[config.mk]
export PLATFORM = sky130hd
export DESIGN_NAME = ej32_seq
export DESIGN_NICKNAME = d
export VERILOG_FILES = /design/src/rtl/ej32_pkg.sv /design/src/rtl/ej32_tos_arb.sv /design/src/rtl/ej32_seq.sv
export SDC_FILE = /design/constraint.sdc
export NUM_CORES = 1
export LEC_CHECK = 0
export ABC_AREA = 1
export CAP_MARGIN = 20
export CORE_MARGIN = 2
export CORE_UTILIZATION = 39
export CTS_CLUSTER_DIAMETER = 40
export DETAILED_ROUTE_END_ITERATION = 8
export PLACE_DENSITY = 0.77
export SLEW_MARGIN = 20
export SYNTH_ARGS = -nofsm -noshare
export SYNTH_HDL_FRONTEND = slang
export SYNTH_SLANG_ARGS = --single-unit
[constraint.sdc]
create_clock -name clk -period 3.18 [get_ports clk]
set_input_delay 0.477 -clock clk [delete_from_list [all_inputs] [get_ports clk]]
set_output_delay 0.477 -clock clk [all_outputs]
set_load 0.02 [all_outputs]
[src/rtl/ej32_pkg.sv]
// Shared types, opcode constants and opcode-decode helpers for the eJ32 sequencer.
package ej32_pkg;

  typedef enum logic [1:0] {U_AU, U_BR, U_LS} unit_t;
  typedef enum logic [1:0] {IDLE, FETCH, EXEC, HALT} seq_state_t;

  localparam logic [7:0] OP_NOP           = 8'h00;
  localparam logic [7:0] OP_BIPUSH        = 8'h10;
  localparam logic [7:0] OP_SIPUSH        = 8'h11;
  localparam logic [7:0] OP_ILOAD         = 8'h15;
  localparam logic [7:0] OP_ISTORE        = 8'h36;
  localparam logic [7:0] OP_IFEQ          = 8'h99;
  localparam logic [7:0] OP_IF_ACMPNE     = 8'ha6;
  localparam logic [7:0] OP_GOTO          = 8'ha7;
  localparam logic [7:0] OP_JSR           = 8'ha8;
  localparam logic [7:0] OP_RET           = 8'ha9;
  localparam logic [7:0] OP_JRETURN       = 8'hb1;
  localparam logic [7:0] OP_INVOKEVIRTUAL = 8'hb6;
  localparam logic [7:0] OP_DONEXT        = 8'hca;
  localparam logic [7:0] OP_IMPDEP2       = 8'hff;

  function automatic logic is_if_op(input logic [7:0] c);
    return (c >= OP_IFEQ) && (c <= OP_IF_ACMPNE);
  endfunction

  function automatic unit_t op_unit(input logic [7:0] c);
    if (is_if_op(c)) return U_BR;
    case (c)
      OP_GOTO, OP_JSR, OP_RET, OP_JRETURN, OP_INVOKEVIRTUAL, OP_DONEXT: return U_BR;
      OP_ILOAD, OP_ISTORE: return U_LS;
      default: return U_AU;
    endcase
  endfunction

  function automatic logic [2:0] op_bytes(input logic [7:0] c);
    if (is_if_op(c)) return 3'd2;
    case (c)
      OP_BIPUSH, OP_ILOAD, OP_ISTORE, OP_RET, OP_JRETURN: return 3'd1;
      OP_SIPUSH, OP_GOTO, OP_INVOKEVIRTUAL, OP_DONEXT:    return 3'd2;
      OP_JSR:                                             return 3'd3;
      default:                                            return 3'd0;
    endcase
  endfunction

  // Branch-class ops spend one extra settle phase after their operands.
  function automatic logic [2:0] op_len(input logic [7:0] c, input int max_ph);
    logic [3:0] n;
    n = {1'b0, op_bytes(c)} + ((op_unit(c) == U_BR) ? 4'd1 : 4'd1 - 4'd1) + ((op_bytes(c) == 3'd0 && op_unit(c) != U_BR) ? 4'd1 : 4'd0);
    if (op_unit(c) != U_BR && op_bytes(c) != 3'd0) n = {1'b0, op_bytes(c)} + 4'd1;
    if (n > 4'(max_ph)) n = 4'(max_ph);
    return n[2:0];
  endfunction

endpackage

[src/rtl/ej32_tos_arb.sv]
// Priority select (br > ls > au) of the TOS write-back candidates, with collision flag.
module ej32_tos_arb #(
  parameter int DSZ = 32
) (
  input  logic [DSZ-1:0] br_t,
  input  logic           br_t_x,
  input  logic [DSZ-1:0] ls_t,
  input  logic           ls_t_x,
  input  logic [DSZ-1:0] au_t,
  input  logic           au_t_x,
  output logic [DSZ-1:0] t_sel,
  output logic           t_we,
  output logic           t_coll
);

  always_comb begin
    t_sel = au_t;
    if (br_t_x)      t_sel = br_t;
    else if (ls_t_x) t_sel = ls_t;
  end

  assign t_we   = br_t_x | ls_t_x | au_t_x;
  assign t_coll = (br_t_x & ls_t_x) | (br_t_x & au_t_x) | (ls_t_x & au_t_x);

endmodule

[src/rtl/ej32_seq.sv]
// eJ32 instruction sequencer: opcode fetch, phase stepping, unit enables and TOS write-back.
// state | meaning
// IDLE  | waiting for run
// FETCH | reading the opcode byte at p
// EXEC  | stepping phases of the current opcode, one unit enabled
// HALT  | impdep2 seen, held until reset
module ej32_seq
  import ej32_pkg::*;
#(
  parameter int ASZ     = 17,
  parameter int DSZ     = 32,
  parameter int MAX_PH  = 4,
  parameter int RESET_P = 0
) (
  input  logic           clk,
  input  logic           rst,
  input  logic           run,
  input  logic           mem_rdy,
  input  logic [7:0]     ram_d,
  input  logic [ASZ-1:0] br_p,
  input  logic           br_psel,
  input  logic [DSZ-1:0] br_t,
  input  logic [DSZ-1:0] au_t,
  input  logic [DSZ-1:0] ls_t,
  input  logic           br_t_x,
  input  logic           au_t_x,
  input  logic           ls_t_x,
  output logic [7:0]     code,
  output logic [2:0]     phase,
  output logic [ASZ-1:0] p,
  output logic           fetch,
  output logic           br_en,
  output logic           au_en,
  output logic           ls_en,
  output logic [DSZ-1:0] t,
  output logic           halt,
  output logic           err_t
);

  seq_state_t     state, state_nx;
  unit_t          cur_unit;
  logic [2:0]     cur_len;
  logic [2:0]     cur_bytes;
  logic           last_ph;
  logic           arb_en;
  logic [DSZ-1:0] t_sel;
  logic           t_we;
  logic           t_coll;

  assign cur_unit  = op_unit(code);
  assign cur_len   = op_len(code, MAX_PH);
  assign cur_bytes = op_bytes(code);
  assign last_ph   = (phase == cur_len - 3'd1);
  assign arb_en    = (state == EXEC) && mem_rdy;

  ej32_tos_arb #(.DSZ(DSZ)) u_tos_arb (
    .br_t   (br_t),
    .br_t_x (br_t_x),
    .ls_t   (ls_t),
    .ls_t_x (ls_t_x),
    .au_t   (au_t),
    .au_t_x (au_t_x),
    .t_sel  (t_sel),
    .t_we   (t_we),
    .t_coll (t_coll)
  );

  always_ff @(posedge clk or negedge rst) begin
    if (!rst) state <= IDLE;
    else      state <= state_nx;
  end

  always_comb begin
    state_nx = state;
    fetch    = 1'b0;
    br_en    = 1'b0;
    au_en    = 1'b0;
    ls_en    = 1'b0;
    halt     = 1'b0;
    case (state)
      IDLE:  if (run) state_nx = FETCH;
      FETCH: begin
        fetch = 1'b1;
        if (!run)        state_nx = IDLE;
        else if (mem_rdy) state_nx = (ram_d == OP_IMPDEP2) ? HALT : EXEC;
      end
      EXEC: begin
        if (mem_rdy) begin
          case (cur_unit)
            U_BR:    br_en = 1'b1;
            U_LS:    ls_en = 1'b1;
            default: au_en = 1'b1;
          endcase
          if (last_ph) state_nx = FETCH;
        end
      end
      HALT:    halt = 1'b1;
      default: state_nx = IDLE;
    endcase
  end

  always_ff @(posedge clk or negedge rst) begin
    if (!rst) begin
      code  <= OP_NOP;
      phase <= 3'd0;
      p     <= ASZ'(RESET_P);
      t     <= '0;
      err_t <= 1'b0;
    end else begin
      if (state == FETCH && run && mem_rdy) begin
        code  <= ram_d;
        p     <= p + 1'b1;
        phase <= 3'd0;
      end
      if (state == EXEC && mem_rdy) begin
        if (!last_ph) phase <= phase + 3'd1;
        // The settle phase lets the branching unit redirect p.
        if (cur_unit == U_BR && last_ph && br_psel) p <= br_p;
        else if (phase < cur_bytes)                 p <= p + 1'b1;
      end
      if (arb_en && t_we)   t     <= t_sel;
      if (arb_en && t_coll) err_t <= 1'b1;
    end
  end

endmodule

---- Word-level counts from Yosys, hierarchy flattened ----
Index checks and enable logic that the tools add are counted.
word-level totals
  output and inout port bits .............. 66
  logic and storage cells ................. 106
  register bits after elaboration ......... 63
cells by class
  equality and inequality tests ........... 22
  reduce and logical (&&, ||, !) cells .... 20
  muxes and demuxes ....................... 41
  magnitude comparators ................... 4
  bitwise logic cells ..................... 7
  add/subtract/negate cells ............... 6
operator list
  operator                 number
  $mux W17                 4
  $mux W32                 2
  $eq A8 B8 Y1 const B     7
  $eq A8 B5 Y1 const B     3
  $mux W3                  8
  $add A17 B1 Y17 const B  1
  $mux W1                  16
  $mux W2                  7
  $pmux W2 S3              2
  $logic_and A1 B1 Y1      10
  $eq A8 B6 Y1 const B     1
  $ge A8 B8 Y1 const B     1
  $le A8 B8 Y1 const B     1
  $eq A2 B2 Y1 const B     3
  $ne A2 B2 Y1 const B     3
  $reduce_bool A3 Y1       2
  $reduce_or A6 Y1         1
  $reduce_and A5 Y1        1
  $reduce_or A5 Y1         1
  $add A3 B1 Y4            1
  $add A3 B1 Y4 const B    1
  $add A4 B1 Y4            1
  $eq A2 B1 Y1 const B     2
  $gt A4 B3 Y1 const B     1
  other kinds (14)         20

---- Longest topological paths before layout ----
Gate-level depths: netlist (run 1).
  word-level depth ........................ 19
  mapped depth ............................ 25

---- By module ----
From an unflattened synthesis (run 1), not the netlist that was laid out.
second synthesis, totals
  cells, all modules ...................... 773
  area total of the unflattened synthesis .. 5,144.9 µm²
by module, submodules not included
  module        cells an instance  sequential area each (µm²)  area each (µm²)  times used
  ej32_seq      528                1,576.5                     4,082.7          1
  ej32_tos_arb  245                0.0                         1,062.3          1

---- Worst setup path before layout (run 1) ----
Ideal clock, no wire load.
  path type ............................... flip-flop to flip-flop
  start point ............................. register code[2]
  end point ............................... register p[10]
  stages on the path, launching flop included .. 26
  slack ................................... -0.372 ns
  period minus slack after synthesis ...... 3.552 ns
  arrival ................................. 3.434 ns
  buffers on the path ..................... 1
  cells stage by stage .................... dfrtp_1 inv_2 nor2_2 nand2_1 o2111ai_1 o21ai_0 o21ai_0 nand2_1 nor2_1 inv_1 ha_1 inv_1 nor2_1 ha_1 o21ai_2 nand3_2 ha_1 xnor2_1 a21oi_1 o21a_1 nand3_2 nor2_4 buf_6 nand2_1 nand3_1 nand2_1
between the ends
  longest elaborated chain between the ends .. 17
  elaborated cells between the ends (all ways) .. 47
ends and longest elaborated chain
  element                                                RTL line                         RTL
  from (decl)                                            ej32_seq.sv:28                   output logic [7:0] code,
  from (signal assigned)                                 ej32_seq.sv:111                  code <= ram_d;
  $ge A8 B8 Y1 (tied with other cells)                   ej32_pkg.sv:23                   return (c >= OP_IFEQ) && (c <= OP_IF_ACMPNE);
  $logic_and A1 B1 Y1 (tied with other cells)            ej32_pkg.sv:23
  $mux W1 (tied with other cells)                        ej32_pkg.sv:27, ej32_pkg.sv:36
  $mux W2 / $mux W3 (equally long branches)              ej32_pkg.sv:28, ej32_pkg.sv:37
  $eq A2 B1 Y1 (tied with other cells)                   ej32_pkg.sv:48, ej32_seq.sv:118
  $mux W1 / $logic_and A1 B1 Y1 (equally long branches)  ej32_pkg.sv:48                   n = {1'b0, op_bytes(c)} + ((op_unit(c) == U_BR) ? 4'd1 : 4'd1 - 4'd1) + ((op_bytes(c) == 3'd0 && op_unit(c) != ...
  $add A3 B1 Y4 / $mux W1 (equally long branches)        ej32_pkg.sv:48
  $add A4 B1 Y4                                          ej32_pkg.sv:48
  $mux W4                                                ej32_pkg.sv:49                   if (op_unit(c) != U_BR && op_bytes(c) != 3'd0) n = {1'b0, op_bytes(c)} + 4'd1;
  $gt A4 B3 Y1                                           ej32_pkg.sv:50                   if (n > 4'(max_ph)) n = 4'(max_ph);
  $mux W3                                                ej32_pkg.sv:50
  $sub A3 B1 Y3                                          ej32_seq.sv:53                   assign last_ph = (phase == cur_len - 3'd1);
  $eq A3 B3 Y1                                           ej32_seq.sv:53
  $logic_and A1 B1 Y1 (2 in a row)                       ej32_seq.sv:118                  if (cur_unit == U_BR && last_ph && br_psel) p <= br_p;
  $mux W17 (*)                                           ej32_seq.sv:118
  $mux W17 (*)                                           ej32_seq.sv:115                  if (state == EXEC && mem_rdy) begin
  to (signal assigned)                                   ej32_seq.sv:112                  p <= p + 1'b1;
  to (signal assigned)                                   ej32_seq.sv:118
  to (signal assigned)                                   ej32_seq.sv:119                  else if (phase < cur_bytes) p <= p + 1'b1;
  to (decl)                                              ej32_seq.sv:30                   output logic [ASZ-1:0] p,
Mark *: on every way between the ends. The rest lies on a longest branch, timed or not. The select of a mux whose other input is x is not followed.
A chain may end at the register's enable or synchronous reset.

---- Worst setup path after layout (run 1) ----
  start point ............................. register code[3]
  end point ............................... register p[14]
The elaborated chain is that of the path after synthesis.

==> impl_metrics.xml, run 1 <==
<?xml version="1.0" encoding="UTF-8"?>
<metrics>
  <group name="logic_synthesis">
    <metric name="synth_area" unit="µm²">4599</metric>
    <metric name="synth-seq-cells" unit="">63</metric>
    <metric name="synth_top_area_frac" unit="">0.3428</metric>
    <metric name="asyncSetResetFlopFracSynth" unit="">1.000</metric>
    <metric name="yosys_warnings" unit="">0</metric>
    <metric name="synth_cell_types" unit="">37</metric>
    <metric name="largest_cells_by_area_after_synthesis" unit="">sky130_fd_sc_hd__dfrtp_1, sky130_fd_sc_hd__nand2_1, sky130_fd_sc_hd__nand3_1</metric>
    <metric name="synthesis.area_per_instance" unit="µm²">6.451</metric>
    <metric name="syn_inst" unit="">713</metric>
    <metric name="synth.net_count" unit="">851</metric>
    <metric name="synth-edff-count" unit="">0</metric>
    <metric name="seq_area_frac_synth" unit="">0.3428</metric>
    <metric name="post_synth_most_frequent_cells" unit="">sky130_fd_sc_hd__nand2_1, sky130_fd_sc_hd__nand3_1, sky130_fd_sc_hd__dfrtp_1, sky130_fd_sc_hd__nor2_1, sky130_fd_sc_hd__o21ai_0</metric>
    <metric name="synthMostInstantiatedCell" unit="">sky130_fd_sc_hd__nand2_1</metric>
    <metric name="synth_area_leader_cell" unit="">sky130_fd_sc_hd__dfrtp_1</metric>
    <metric name="yosys_most_used_dff" unit="">sky130_fd_sc_hd__dfrtp_1</metric>
  </group>
  <group name="sta">
    <metric name="worst_clock_skew" unit="ps">4.915</metric>
    <metric name="worst_slew_pin_slew" unit="ps">770.0</metric>
    <metric name="minimum_period_implied_by_the_final_worst_setup_slack" unit="ps">3614</metric>
    <metric name="final-max-slew-violation-count" unit="">0</metric>
    <metric name="timing_hold_violations_final" unit="">0</metric>
    <metric name="setup_tns" unit="ps">-8561</metric>
    <metric name="slew_headroom" unit="">0.4867</metric>
    <metric name="final_min_period_over_clock_period" unit="">1.137</metric>
    <metric name="grt_setup_unrepaired" unit="">yes</metric>
    <metric name="finalSetupViolations" unit="">22</metric>
    <metric name="fmax" unit="MHz">276.7</metric>
    <metric name="final.setup.worst_slack" unit="ps">-434.2</metric>
    <metric name="fin_worst_hold_slack" unit="ps">225.3</metric>
  </group>
  <group name="detailed_routing">
    <metric name="drtAntennaViolNets" unit="">0</metric>
    <metric name="post_drt_via_cell_ratio" unit="">5.064</metric>
    <metric name="vias" unit="">5555</metric>
    <metric name="number_of_drc_violations_after_detailed_routing_iteration_0" unit="">376</metric>
    <metric name="drtPass1Iterations" unit="">5</metric>
    <metric name="total_drc_errors_in_the_routed_layout" unit="">0</metric>
    <metric name="wirelength" unit="µm">15760</metric>
    <metric name="avgRoutedWirePerCell" unit="µm">14.37</metric>
  </group>
  <group name="place">
    <metric name="place_congestion" unit="">0.9158</metric>
    <metric name="place.port_buffers" unit="">194</metric>
    <metric name="place_hpwl" unit="µm">11260</metric>
    <metric name="dp_cells" unit="">1066</metric>
    <metric name="placement.setup.worst_slack" unit="ps">-272.6</metric>
  </group>
  <group name="cts">
    <metric name="tritoncts" unit="">built</metric>
    <metric name="cts_hold_buffers" unit="">0</metric>
    <metric name="clock_latency" unit="ps">320</metric>
    <metric name="cts_buffers" unit="">9</metric>
    <metric name="max-clock-path-buffers" unit="">2</metric>
    <metric name="clkSlewWorstSetupHoldPaths" unit="ps">50</metric>
    <metric name="ctsHtreeMaxLevel" unit="">3</metric>
    <metric name="clkSinkCount" unit="">63</metric>
    <metric name="cts_root_buf" unit="">sky130_fd_sc_hd__clkbuf_16</metric>
  </group>
  <group name="worst_setup_path">
    <metric name="cp_common_cell" unit="">sky130_fd_sc_hd__nand2_2</metric>
    <metric name="critPathLaunch" unit="">code[3]</metric>
    <metric name="critical_path_cell_by_cell" unit="">nand2_2 &gt; nor2_1 &gt; nand2_1 &gt; o41ai_2 &gt; nor3_1 &gt; nand2_1 &gt; buf_6 &gt; a21oi_4 &gt; ha_4 &gt; nor2_4 &gt; buf_6 &gt; o21ai_4 &gt; o211ai_1 &gt; ha_4 &gt; xnor2_1 &gt; a21oi_1 &gt; o21a_1 &gt; nand3_2 &gt; nor2_4 &gt; clkbuf_16 &gt; nand2_2 &gt; nand2_2 &gt; nand2_2 &gt; nand2_2</metric>
    <metric name="cp_data_required_time" unit="ps">3440</metric>
    <metric name="r2r.worst_path.cells" unit="">24</metric>
    <metric name="cp.depth" unit="">24</metric>
    <metric name="crit_path_start_kind" unit="">flop</metric>
    <metric name="critical_path_peak_fanout" unit="">8</metric>
    <metric name="worst_path_max_delay_cell" unit="">sky130_fd_sc_hd__dfrtp_2</metric>
    <metric name="crit_path_max_incr_delay" unit="ps">430</metric>
    <metric name="crit_arrival" unit="ps">3880</metric>
    <metric name="critical_path_s_top_delay_family" unit="">simple AND/OR/NAND/NOR gates</metric>
    <metric name="critical_path_class" unit="">reg2reg</metric>
    <metric name="r2r_start" unit="">code[3]</metric>
    <metric name="end_kind" unit="">flop</metric>
    <metric name="critical_path_buf_inv_count" unit="">3</metric>
  </group>
  <group name="run_status">
    <metric name="failed_checks" unit="">negative setup slack</metric>
    <metric name="run_status" unit="">finished, violations left</metric>
  </group>
  <group name="grt">
    <metric name="grt_use_total" unit="">0.2441</metric>
    <metric name="globalRoute.totalOverflow" unit="">0</metric>
    <metric name="grtUsageMet1" unit="">0.2939</metric>
    <metric name="global_route.usage.met2" unit="">0.4240</metric>
    <metric name="grt_pass1_vias" unit="">5282</metric>
    <metric name="pin_count_of_the_biggest_net_entering_global_routing" unit="">65</metric>
    <metric name="antenna_violations_before_repair" unit="">0</metric>
    <metric name="groute.layer.met3.usage" unit="">0.05130</metric>
    <metric name="top_usage_layer" unit="">met2</metric>
    <metric name="grt_first_pass_wirelength" unit="µm">25410</metric>
  </group>
  <group name="floorplanning">
    <metric name="area_of_the_die" unit="µm²">12680</metric>
    <metric name="start_util" unit="">0.4011</metric>
    <metric name="row_count" unit="">39</metric>
    <metric name="coreArea" unit="µm²">11470</metric>
    <metric name="die-height" unit="µm">112.6</metric>
    <metric name="design.portCount" unit="">195</metric>
    <metric name="die_width" unit="µm">112.6</metric>
  </group>
  <group name="power_and_ir_drop">
    <metric name="highest_ir_drop_seen_on_vdd" unit="V">0.001040</metric>
    <metric name="total_power" unit="mW">7.768</metric>
    <metric name="power_per_cell_area" unit="nW/µm²">1001</metric>
    <metric name="power.static_leakage" unit="nW">3.542</metric>
  </group>
  <group name="layout">
    <metric name="antenna_cells" unit="">0</metric>
    <metric name="area_growth" unit="%">68.72</metric>
    <metric name="final_cell_count_no_fill" unit="">1097</metric>
    <metric name="layout.nets" unit="">1087</metric>
    <metric name="final_layout_size_suffix_gt1_frac" unit="">0.1908</metric>
  </group>
  <group name="job">
    <metric name="max_cap_viol_count" unit="">0</metric>
  </group>
  <group name="hold_path">
    <metric name="timing.hold.worst.class" unit="">in2async</metric>
  </group>
</metrics>
flip-flops by register name, summed over array words and instances, names as in the netlist:
signal / flops
p: 17
err_t: 1
code: 8
state: 2
phase: 3
t: 32
cell families (layout without fill, tap and decap cells):
family,Yosys count,in the layout,share of synthesized area
AO/OA/AOI/OAI,103,103,0.1178
XOR/XNOR,13,13,0.02476
adder cells (fa/ha/maj),9,9,0.02448
buffers and inverters,85,326,0.07644
flip-flops,63,63,0.3428
AND/OR/NAND/NOR,440,440,0.4138
power breakdown:
part | total, mW | internal (mW) | switching, mW
registers | 1.52 | 1.18 | 0.345
clock network | 1.10 | 0.749 | 0.347
logic | 5.15 | 2.41 | 2.74
layout make-up:
type / count / area (µm²)
sequential: 63 / 1587
timing repair buffer: 257 / 2476
multi-input combinational: 565 / 2982
inverter: 53 / 201.4
fill: 992 / 3707
clock inverter: 3 / 65.06
clock buffer: 13 / 270.3
tap: 143 / 178.9
layer usage:
| metal | vias to the layer above | routed length [µm] |
|---|---|---|
| met1 | 2515 | 6293 |
| met3 | 34 | 1137 |
| met2 | 224 | 7903 |
| li1 | 2782 | - |
| met5 | - | 0 |
| met4 | 0 | 429 |
cells in the final DEF, fill, tap and decap left out, types with 9 or more instances in the layout:
master                              n
sky130_fd_sc_hd__inv_1             38
sky130_fd_sc_hd__nand2_2           24
sky130_fd_sc_hd__nand2_1          222
sky130_fd_sc_hd__buf_4             55
sky130_fd_sc_hd__clkdlybuf4s50_1  191
sky130_fd_sc_hd__nand3_1           76
sky130_fd_sc_hd__clkbuf_16         10
sky130_fd_sc_hd__nand4_1            9
sky130_fd_sc_hd__nand2_4           10
sky130_fd_sc_hd__inv_2             14
sky130_fd_sc_hd__o21ai_0           51
sky130_fd_sc_hd__nor2_2             9
sky130_fd_sc_hd__a21oi_1           35
sky130_fd_sc_hd__nor2_1            57
sky130_fd_sc_hd__dfrtp_1           55
per-stage QoR:
step | utilization | instance area, µm²
after CTS | 0.6572 | 7536
final | 0.6767 | 7760
after global placement | 0.6098 | 6993
after floorplan | - | 4639
after detailed placement | 0.6098 | 6993
after global routing | 0.6767 | 7760
path summary, 6_finish.rpt:
check	slack, ps	to
setup / recovery	-430	p[14]
hold / removal	230	p[16]
setup reg to reg	-430	p[14]
hold reg to reg	480	err_t
max in group asynchronous	2300	code[3]
min in group clk	480	err_t
what timing repair did:
item                                   CTS  global route
buffers inserted                         7             7
gates cloned                             1             0
setup endpoints to repair               22            24
resized for setup                       36            46
pin swaps                               22            29
endpoints found under the hold margin    0             0
Power figures use the tool's default switching activity.
==> run 2, diff against run 1 <==
--- a/config.mk
+++ b/config.mk
@@ -6,7 +6,7 @@
 export NUM_CORES = 1
 export LEC_CHECK = 0
 export ABC_AREA = 1
-export CAP_MARGIN = 20
+export CAP_MARGIN = 5
 export CORE_MARGIN = 2
 export CORE_UTILIZATION = 39
 export CTS_CLUSTER_DIAMETER = 40
==> results of run 2 <==
Final layout, timing and power as in run 1 (identical DEF).
==> run 3, diff against run 2 <==
==> constraint.sdc (replaced) <==
create_clock -name clk -period 3.2 [get_ports clk]
set_input_delay 0.48 -clock clk [delete_from_list [all_inputs] [get_ports clk]]
set_output_delay 0.48 -clock clk [all_outputs]
set_load 0.02 [all_outputs]
==> run 3 against run 2 <==
The flow still finishes with violations (negative setup slack); maximum frequency rose by 0.63%; clock power rose by 5%; worst hold slack got worse by 28 ps; combinational power fell by 7.4%; first-iteration DRC count fell by 6.4%; final area fell by 2.6%; critical endpoint is now p[0]; final cell count fell by 0.91%.
==> impl_metrics.xml, run 3 (synthesis results as in run 1) <==
<?xml version="1.0" encoding="UTF-8"?>
<metrics>
  <group name="layout">
    <metric name="multi_input_area" unit="µm²">2867</metric>
    <metric name="largest-register" unit="">t</metric>
    <metric name="final-seq-area" unit="µm²">1587</metric>
    <metric name="largest_register_ff_count" unit="">32</metric>
    <metric name="layout_common_cells" unit="">sky130_fd_sc_hd__nand2_1, sky130_fd_sc_hd__clkdlybuf4s50_1, sky130_fd_sc_hd__nand3_1, sky130_fd_sc_hd__nor2_1, sky130_fd_sc_hd__dfrtp_1</metric>
    <metric name="final_common_cell" unit="">sky130_fd_sc_hd__nand2_1</metric>
    <metric name="layout.filler_cells" unit="">1034</metric>
    <metric name="final_layout_size_suffix_gt1_frac" unit="">0.1578</metric>
    <metric name="final_cell_count_no_fill" unit="">1087</metric>
    <metric name="top_regs" unit="">t (32), p (17), code (8)</metric>
    <metric name="finish.utilization" unit="">0.6592</metric>
    <metric name="antenna_cells" unit="">0</metric>
    <metric name="layout.nets" unit="">1077</metric>
    <metric name="area_growth" unit="%">64.36</metric>
  </group>
  <group name="power_and_ir_drop">
    <metric name="power.static_leakage" unit="nW">3.448</metric>
    <metric name="highest_ir_drop_seen_on_vdd" unit="V">0.0006478</metric>
    <metric name="power_per_cell_area" unit="nW/µm²">982.4</metric>
  </group>
  <group name="floorplanning">
    <metric name="design.portCount" unit="">195</metric>
    <metric name="area_of_the_die" unit="µm²">12680</metric>
    <metric name="row_count" unit="">39</metric>
    <metric name="start_util" unit="">0.4011</metric>
    <metric name="die_width" unit="µm">112.6</metric>
    <metric name="die-height" unit="µm">112.6</metric>
    <metric name="coreArea" unit="µm²">11470</metric>
  </group>
  <group name="sta">
    <metric name="finalSetupViolations" unit="">22</metric>
    <metric name="slew_headroom" unit="">0.5240</metric>
    <metric name="fin_worst_hold_slack" unit="ps">197.6</metric>
    <metric name="final-max-slew-violation-count" unit="">0</metric>
    <metric name="minimum_period_implied_by_the_final_worst_setup_slack" unit="ps">3591</metric>
    <metric name="worst_slew_pin_slew" unit="ps">714.0</metric>
    <metric name="grt_setup_unrepaired" unit="">yes</metric>
    <metric name="final.setup.worst_slack" unit="ps">-391.5</metric>
    <metric name="fmax" unit="MHz">278.4</metric>
    <metric name="worst_clock_skew" unit="ps">6.781</metric>
    <metric name="timing_hold_violations_final" unit="">0</metric>
    <metric name="final_min_period_over_clock_period" unit="">1.122</metric>
  </group>
  <group name="worst_setup_path">
    <metric name="crit_path_start_kind" unit="">flop</metric>
    <metric name="crit_arrival" unit="ps">3800</metric>
    <metric name="critical_path_peak_fanout" unit="">8</metric>
    <metric name="critPathLaunch" unit="">code[5]</metric>
    <metric name="timing.reg2reg.setup_slack" unit="ps">-390</metric>
    <metric name="cp_data_required_time" unit="ps">3410</metric>
    <metric name="r2r.worst_path.cells" unit="">22</metric>
    <metric name="critical_path_class" unit="">reg2reg</metric>
    <metric name="end_kind" unit="">flop</metric>
    <metric name="timing.rr.end" unit="">p[0]</metric>
    <metric name="r2r_start" unit="">code[5]</metric>
  </group>
  <group name="grt">
    <metric name="globalRoute.totalOverflow" unit="">0</metric>
    <metric name="antenna_violations_before_repair" unit="">0</metric>
    <metric name="pin_count_of_the_biggest_net_entering_global_routing" unit="">57</metric>
    <metric name="grt_pass1_vias" unit="">5080</metric>
    <metric name="grt_first_pass_wirelength" unit="µm">23960</metric>
    <metric name="grt_use_total" unit="">0.2311</metric>
  </group>
  <group name="place">
    <metric name="dp_cells" unit="">1061</metric>
    <metric name="place.port_buffers" unit="">194</metric>
    <metric name="place_congestion" unit="">0.8875</metric>
    <metric name="place_hpwl" unit="µm">10790</metric>
  </group>
  <group name="detailed_routing">
    <metric name="avgRoutedWirePerCell" unit="µm">13.61</metric>
    <metric name="post_drt_via_cell_ratio" unit="">5.002</metric>
    <metric name="drtAntennaViolNets" unit="">0</metric>
    <metric name="wirelength" unit="µm">14800</metric>
    <metric name="number_of_drc_violations_after_detailed_routing_iteration_0" unit="">352</metric>
    <metric name="drtPass1Iterations" unit="">5</metric>
    <metric name="total_drc_errors_in_the_routed_layout" unit="">0</metric>
    <metric name="vias" unit="">5437</metric>
  </group>
  <group name="cts">
    <metric name="clock_latency" unit="ps">330</metric>
    <metric name="clkSinkCount" unit="">63</metric>
    <metric name="max-clock-path-buffers" unit="">2</metric>
    <metric name="clkSlewWorstSetupHoldPaths" unit="ps">60</metric>
    <metric name="cts_buffers" unit="">9</metric>
    <metric name="tritoncts" unit="">built</metric>
    <metric name="ctsHtreeMaxLevel" unit="">3</metric>
    <metric name="cts_root_buf" unit="">sky130_fd_sc_hd__clkbuf_16</metric>
  </group>
  <group name="run_status">
    <metric name="run_status" unit="">finished, violations left</metric>
    <metric name="failed_checks" unit="">negative setup slack</metric>
  </group>
  <group name="job">
    <metric name="max_cap_viol_count" unit="">0</metric>
  </group>
  <group name="hold_path">
    <metric name="timing.hold.worst.class" unit="">in2async</metric>
  </group>
</metrics>
==> run 3: cell types whose count changed in the layout (fill, tap and decap cells not counted), moves of 4 or more <==
cell,previous run,this run
sky130_fd_sc_hd__nand2_4,10,5
sky130_fd_sc_hd__inv_2,14,10
sky130_fd_sc_hd__nand2_1,222,237
sky130_fd_sc_hd__buf_4,55,48
sky130_fd_sc_hd__nand2_2,24,14
sky130_fd_sc_hd__nand3_2,8,3
sky130_fd_sc_hd__nand3_1,76,82
==> run 3: stage by stage <==
step                total power [mW]  cell area [µm²]  setup WS [ps]  setup TNS (ps)
floorplan                      3.937             4634         -186.0           -2256
global placement               5.651             6950         -232.3           -4215
detailed placement             5.717             6950         -312.9           -5991
CTS                            7.193             7462         -221.1           -4152
global route                   7.956             7560         -652.3          -13360
finish                         7.427             7560         -391.5           -7884
==> run 3: worst max-delay path, cell delays in order, from the launching register on <==
cell and delay (ps):
sky130_fd_sc_hd__dfrtp_2 450, sky130_fd_sc_hd__o21ai_0 330, sky130_fd_sc_hd__o31ai_2 120, sky130_fd_sc_hd__o21ai_1 90
sky130_fd_sc_hd__nand2_1 110, sky130_fd_sc_hd__nor2_2 160, sky130_fd_sc_hd__inv_2 60, sky130_fd_sc_hd__ha_4 180
sky130_fd_sc_hd__inv_4 70, sky130_fd_sc_hd__nor2_4 30, sky130_fd_sc_hd__ha_4 150, sky130_fd_sc_hd__o21ai_4 170
sky130_fd_sc_hd__o211ai_1 180, sky130_fd_sc_hd__ha_4 280, sky130_fd_sc_hd__xnor2_2 130, sky130_fd_sc_hd__a21oi_2 130
sky130_fd_sc_hd__o21a_1 180, sky130_fd_sc_hd__nand3_2 130, sky130_fd_sc_hd__nor2_4 180, sky130_fd_sc_hd__buf_12 160
sky130_fd_sc_hd__nand2_1 50, sky130_fd_sc_hd__nand3_1 70, sky130_fd_sc_hd__nand2_1 60
==> run 3: worst max path at each step <==
stage | end | slack, ps | cells past startpoint
finish | p[0] | -390 | 22
global route | p[9] | -650 | 25
CTS | p[6] | -220 | 25
detailed placement | p[6] | -310 | 24
global placement | p[4] | -230 | 24
floorplan | p[10] | -190 | 24
==> run 3: final cells by class <==
class	count	share of cell area
Multi-Input combinational cell	565	0.3792
Timing Repair Buffer	247	0.3141
Sequential cell	63	0.2099
Clock buffer	9	0.02979
Inverter	53	0.02731
Tap cell	143	0.02367
Clock inverter	7	0.01605
==> run 3: power breakdown <==
part	leakage (nW)	switching (mW)	internal, mW	total [mW]
Combinational	2.54	2.58	2.19	4.77
Clock	0.170	0.383	0.763	1.15
Sequential	0.742	0.344	1.17	1.51
Total	3.45	3.31	4.12	7.43
==> run 3: repair_timing <==
action,CTS,global route
pin swaps,19,34
gates resized for setup,21,37
buffers inserted,9,2
setup endpoints to repair,22,25
gates cloned,1,0
hold buffers,0,0
==> run 3: routing by layer <==
metal / GRT usage / share of wire / up-vias
li1: - / - / 2761
met1: 0.2924 / 0.42 / 2444
met2: 0.3848 / 0.49 / 213
met3: 0.05724 / 0.076 / 19
met4: 0.08130 / 0.017 / 0
met5: 0 / 0 / -
